[src/rtl/matrix_mult_sequencer.sv]
// Feeds operand matrices A and B to a combinational matrix multiplier and
// streams the returned result elements out in row-major order.
module matrix_mult_sequencer #(
    parameter int unsigned WIDTH       = 32,
    parameter int unsigned MATRIX_DIMS = 3
) (
    input  logic                                             clk,
    input  logic                                             rst,
    input  logic                                             in_valid,
    output logic                                             in_ready,
    input  logic [WIDTH-1:0]                                 in_data,
    output logic                                             out_valid,
    input  logic                                             out_ready,
    output logic [WIDTH-1:0]                                 out_data,
    output logic                                             out_last,
    output logic                                             busy,
    output logic [MATRIX_DIMS-1:0][MATRIX_DIMS-1:0][WIDTH-1:0] m_a,
    output logic [MATRIX_DIMS-1:0][MATRIX_DIMS-1:0][WIDTH-1:0] m_b,
    output logic [3:0]                                       c_index,
    input  logic [WIDTH-1:0]                                 c_in
);

    localparam int unsigned NN    = MATRIX_DIMS * MATRIX_DIMS;
    localparam int unsigned CNT_W = $clog2(2 * NN);
    localparam int unsigned RC_W  = (MATRIX_DIMS > 1) ? $clog2(MATRIX_DIMS) : 1;

    typedef enum logic [0:0] {
        LOAD = 1'b0,
        RUN  = 1'b1
    } state_t;

    state_t             state_q, state_d;
    logic [CNT_W-1:0]   load_cnt_q, load_cnt_d;
    logic [3:0]         c_index_d;
    logic               out_valid_d, out_last_d;
    logic [WIDTH-1:0]   out_data_d;
    logic               a_we, b_we;
    logic [CNT_W-1:0]   wr_idx;
    logic [RC_W-1:0]    wr_row, wr_col;

    // Word k of either matrix lands at [k/N][k%N]; B words are offset by N*N.
    always_comb begin
        wr_idx = (load_cnt_q >= CNT_W'(NN)) ? (load_cnt_q - CNT_W'(NN)) : load_cnt_q;
        wr_row = RC_W'(wr_idx / CNT_W'(MATRIX_DIMS));
        wr_col = RC_W'(wr_idx % CNT_W'(MATRIX_DIMS));
    end

    // Next-state and output logic.
    always_comb begin
        state_d     = state_q;
        load_cnt_d  = load_cnt_q;
        c_index_d   = c_index;
        out_valid_d = out_valid;
        out_last_d  = out_last;
        out_data_d  = out_data;
        a_we        = 1'b0;
        b_we        = 1'b0;

        case (state_q)
            LOAD: begin
                if (in_valid && in_ready) begin
                    if (load_cnt_q < CNT_W'(NN)) begin
                        a_we = 1'b1;
                    end else begin
                        b_we = 1'b1;
                    end
                    if (load_cnt_q == CNT_W'(2 * NN - 1)) begin
                        state_d    = RUN;
                        load_cnt_d = '0;
                        c_index_d  = '0;
                    end else begin
                        load_cnt_d = load_cnt_q + CNT_W'(1);
                    end
                end
            end
            RUN: begin
                // c_index only moves on a handshake, so c_in is settled by capture.
                if (!out_valid) begin
                    out_data_d  = c_in;
                    out_valid_d = 1'b1;
                    out_last_d  = (c_index == 4'(NN - 1));
                end else if (out_ready) begin
                    out_valid_d = 1'b0;
                    if (out_last) begin
                        state_d    = LOAD;
                        c_index_d  = '0;
                        load_cnt_d = '0;
                        out_last_d = 1'b0;
                    end else begin
                        c_index_d = c_index + 4'd1;
                    end
                end
            end
            default: state_d = LOAD;
        endcase
    end

    always_ff @(posedge clk or posedge rst) begin
        if (rst) begin
            state_q    <= LOAD;
            load_cnt_q <= '0;
            c_index    <= '0;
            in_ready   <= 1'b1;
            busy       <= 1'b0;
            out_valid  <= 1'b0;
            out_last   <= 1'b0;
            out_data   <= '0;
            m_a        <= '0;
            m_b        <= '0;
        end else begin
            state_q    <= state_d;
            load_cnt_q <= load_cnt_d;
            c_index    <= c_index_d;
            in_ready   <= (state_d == LOAD);
            busy       <= (state_d == RUN);
            out_valid  <= out_valid_d;
            out_last   <= out_last_d;
            out_data   <= out_data_d;
            if (a_we) begin
                m_a[wr_row][wr_col] <= in_data;
            end
            if (b_we) begin
                m_b[wr_row][wr_col] <= in_data;
            end
        end
    end

endmodule

[config.mk]
export PLATFORM = sky130hd
export DESIGN_NAME = matrix_mult_sequencer
export DESIGN_NICKNAME = d
export VERILOG_FILES = /design/src/rtl/matrix_mult_sequencer.sv
export SDC_FILE = /design/constraint.sdc
export NUM_CORES = 1
export LEC_CHECK = 0
export CORE_AREA = 4 4 265 267
export DETAILED_ROUTE_END_ITERATION = 10
export DIE_AREA = 0 0 269 271
export PLACE_DENSITY = 0.65
export SYNTH_ARGS = -nofsm -noshare
export SYNTH_HDL_FRONTEND = slang
export SYNTH_SLANG_ARGS = --single-unit
[constraint.sdc]
create_clock -name clk -period 24.7 [get_ports clk]
set_input_delay 2.47 -clock clk [delete_from_list [all_inputs] [get_ports clk]]
set_output_delay 2.47 -clock clk [all_outputs]
set_load 0.005 [all_outputs]
==> results.py <==
metrics = {
    "worst_setup_path": {
        "crit_path_max_fanout": 103,
        "crit_path_cell_trace": "inv_1, ha_1, nand4bb_1, o2111a_1, a31oi_4, nand2_1, and2_1, ha_4, nor2_1, nand4_1, o22ai_4, buf_4, buf_4, nand3_2, o2bb2ai_1",
        "path_class": "reg -> reg",
        "crit_path_frequent_cell": "buf_4",
        "worstReg2RegStart": "load_cnt_q[0]",
        "cpMaxStageDelayCell": "nand3_2",
        "cpLargestDelayFamily": "simple AND/OR/NAND/NOR gates",
        "crit_path_end_kind": "flip-flop",
        "critPathRequiredTime_ns": 25.13,
        "crit_start": "load_cnt_q[0]",
        "critPathBufInv": 3,
        "max_stage_delay_ns": 0.96,
        "arrival_ns": 7.07,
        "critPathLaunchType": "flip-flop",
    },
    "clocking": {
        "cts_resized": 0,
        "ctsHoldBuffers": 0,
        "insertion_delay_ns": 0.61,
        "cts_made_buffers": 71,
        "post_cts_buffers": 0,
        "clock-sinks": 621,
        "path_clk_slew_ns": 0.06,
        "htreeDepth": 3,
        "clk_path_buf_depth": 3,
        "cts_tree": "yes",
        "cts_root_buf": "clkbuf_16",
    },
    "grt": {
        "track_usage_pct": 24.4,
        "overflow": 0,
        "antenna_found_initial": 1,
        "first_global_vias": 18934,
        "grt_first_pass_wirelength_um": 133000,
        "grt_max_degree": 114,
    },
    "placement": {
        "hpwl_um": 61000,
        "place_congestion": 0.873,
        "numPortBuffers": 683,
    },
    "die": {
        "initial_core_util_pct": 38.2,
        "io_pins": 684,
        "rows": 96,
        "die_w_um": 269,
        "die_h_um": 271,
        "dieArea_mm2": 0.0729,
        "core_mm2": 0.0681,
    },
    "sta": {
        "max_freq_ghz": 0.151,
        "min_period_over_period_pct": 26.9,
        "drv_slew": 0,
        "rsz0062_at_grt": "no",
        "whs_ns": 0.482,
        "hold_viol": 0,
        "period_needed_ns": 6.64,
        "tns_ns": 0,
        "setup_viol": 0,
        "fin_skew_ns": 0.0264,
        "worstMarginPinSlew_ns": 1.28,
        "maxSlewHeadroom_pct": 14.2,
    },
    "power": {
        "ir_worst_vdd_mv": 0.234,
        "clock_power_share_pct": 20.8,
        "switching_share_pct": 35.5,
        "pwr-share-comb_pct": 48.6,
        "p_seq_share_pct": 30.7,
        "powerDensity_mw_per_mm2": 150,
        "leakage_nw": 15.5,
        "power.net_switching_w": 0.00191,
        "internal-power_w": 0.00347,
    },
    "synthesis": {
        "synth.yosys.seq_area_share_pct": 59.8,
        "synth-edff-count": 0,
        "ys_types": 65,
        "synth_top_area_cell": "dfrtp_1",
        "async_flop_share_pct": 100,
        "postSynthAreaPerCell_um2": 13.6,
        "synth_common_cells": "dfrtp_1, mux2_2, nand2_1",
        "synth_fp_nets": 1985,
        "yosysWarningCount": 0,
        "synth_area_leaders": "dfrtp_1, mux2_2, mux2_1, mux2_4, a2bb2oi_1",
        "synthCells": 1910,
        "ys.flop_type": "dfrtp_1",
        "ys_ff_latch": 621,
        "netlist_area_mm2": 0.0260,
        "synthDominantCellAreaShare_pct": 59.7,
        "synth_most_common_cell": "dfrtp_1",
    },
    "drt": {
        "firstDrtPassIters": 5,
        "post_drt_via_cell_ratio": 5.41,
        "vias": 18556,
        "antenna_left": 0,
        "drtIter0Drc": 1533,
        "wl_met3_um": 7220,
        "drc": 0,
        "top_layer": "met5",
        "routed_wl_um": 91300,
        "m1WireLength_um": 35600,
        "routed-wl-met2_um": 44600,
        "wl_per_cell_um": 26.6,
    },
    "finish": {
        "drive_gt1_share_pct": 21.2,
        "finalNetCount": 2566,
        "seqCellArea_mm2": 0.0155,
        "syn_to_final_growth_pct": 38.0,
        "multi_input_area_mm2": 0.00961,
        "num-fill-cells": 5732,
    },
    "run_status": {
        "outcome": "finished, final reports clean",
    },
    "min_path": {
        "hold_class": "reg -> reg",
        "min_from": "m_b[188]",
    },
    "job": {
        "drv_cap": 0,
    },
}
path summary, 6_finish.rpt:
kind                                  to  slack (ns)  cells past startpoint
worst max-delay path            m_a[227]       18.06                     15
worst min-delay path            m_b[188]        0.48                      1
worst max register to register  m_a[227]       18.06                     15
worst min register to register  m_b[188]        0.48                      1
max in group asynchronous         m_a[0]       19.14                      5
min in group asynchronous       m_a[214]        2.40                      2
worst reg2reg max path, cell delays in order, from the launching register on:
cell       delay (ns)
dfrtp_1          0.53
inv_1            0.12
ha_1             0.36
nand4bb_1        0.19
o2111a_1         0.22
a31oi_4          0.28
nand2_1          0.21
and2_1           0.23
ha_4             0.19
nor2_1           0.21
nand4_1          0.20
o22ai_4          0.88
buf_4            0.61
buf_4            0.87
nand3_2          1.01
o2bb2ai_1        0.39
routing by layer:
layer	up-vias	global-route usage (%)
li1	8086	-
met1	9601	29.7
met2	689	40.7
met3	178	6.94
met4	2	10.3
met5	-	0
cell usage in the layout (no fill, tap or decap), types with 4 or more instances in the layout:
master | netlist | routed
nand2_1 | 146 | 144
mux2_4 | 60 | 60
mux2_2 | 296 | 296
o2bb2ai_1 | 64 | 64
dfrtp_1 | 620 | 620
a21o_1 | 4 | 4
clkdlybuf4s50_1 | 0 | 683
nand4_1 | 66 | 66
a21oi_1 | 4 | 4
o211ai_1 | 67 | 67
inv_1 | 8 | 6
nor3_1 | 4 | 4
a2bb2oi_1 | 64 | 64
nor3b_4 | 0 | 4
clkbuf_16 | 0 | 73
nand3_1 | 73 | 71
clkbuf_8 | 0 | 12
o21ai_0 | 13 | 13
clkinv_2 | 0 | 10
ha_1 | 7 | 6
bufinv_16 | 0 | 9
mux2_1 | 124 | 124
buf_4 | 12 | 32
nor2_1 | 14 | 14
clkbuf_1 | 117 | 15
registers in the layout, indices dropped and copies added (netlist names):
register,flops
m_a,288
m_b,288
out_data,32
load_cnt_q,5
c_index,4
in_ready,1
out_last,1
out_valid,1
state_q,1
power by group through the flow:
| stage | clock (W) | sequential, W | combinational [W] |
|---|---|---|---|
| final | 0.00112 | 0.00165 | 0.00261 |
| after floorplan | 0 | 0.00164 | 0.00138 |
| after detailed placement | 0 | 0.00166 | 0.00262 |
| after CTS | 0.00114 | 0.00165 | 0.00263 |
| after global routing | 0.00118 | 0.00170 | 0.00280 |
| after global placement | 0 | 0.00165 | 0.00255 |
per-stage QoR:
| stage | utilization [%] | setup WS (ns) | area, µm² | power, W | instances |
|---|---|---|---|---|---|
| after floorplan | - | 4.84 | 26000 | 0.00303 | 1910 |
| after global placement | 49.0 | 18.35 | 33400 | 0.00420 | 3300 |
| after detailed placement | 49.0 | 18.19 | 33400 | 0.00428 | 3300 |
| after CTS | 52.7 | 18.19 | 35900 | 0.00542 | 3429 |
| after global routing | 52.7 | 17.65 | 35900 | 0.00567 | 3429 |
| final | 52.7 | 18.06 | 35900 | 0.00538 | 3430 |
cell type report:
cell class,count,area share [%]
flip-flops and latches,621,43.3
multi-input cells,1073,26.8
repair buffers,715,19.7
clock buffers,100,5.71
well taps,882,3.08
clock inverters,29,1.26
inverters,9,0.122
diodes,1,0.00697
cell families after synthesis:
family          Yosys count  share of synthesized area (%)
compound gates          240                           7.62
xor+xnor                  3                          0.101
fa+ha+maj                 7                          0.337
buf+inv                 216                           3.77
flops                   621                           59.8
mux                     483                           21.8
simple gates            340                           6.59
No activity file was read; power rests on OpenSTA's default activity.
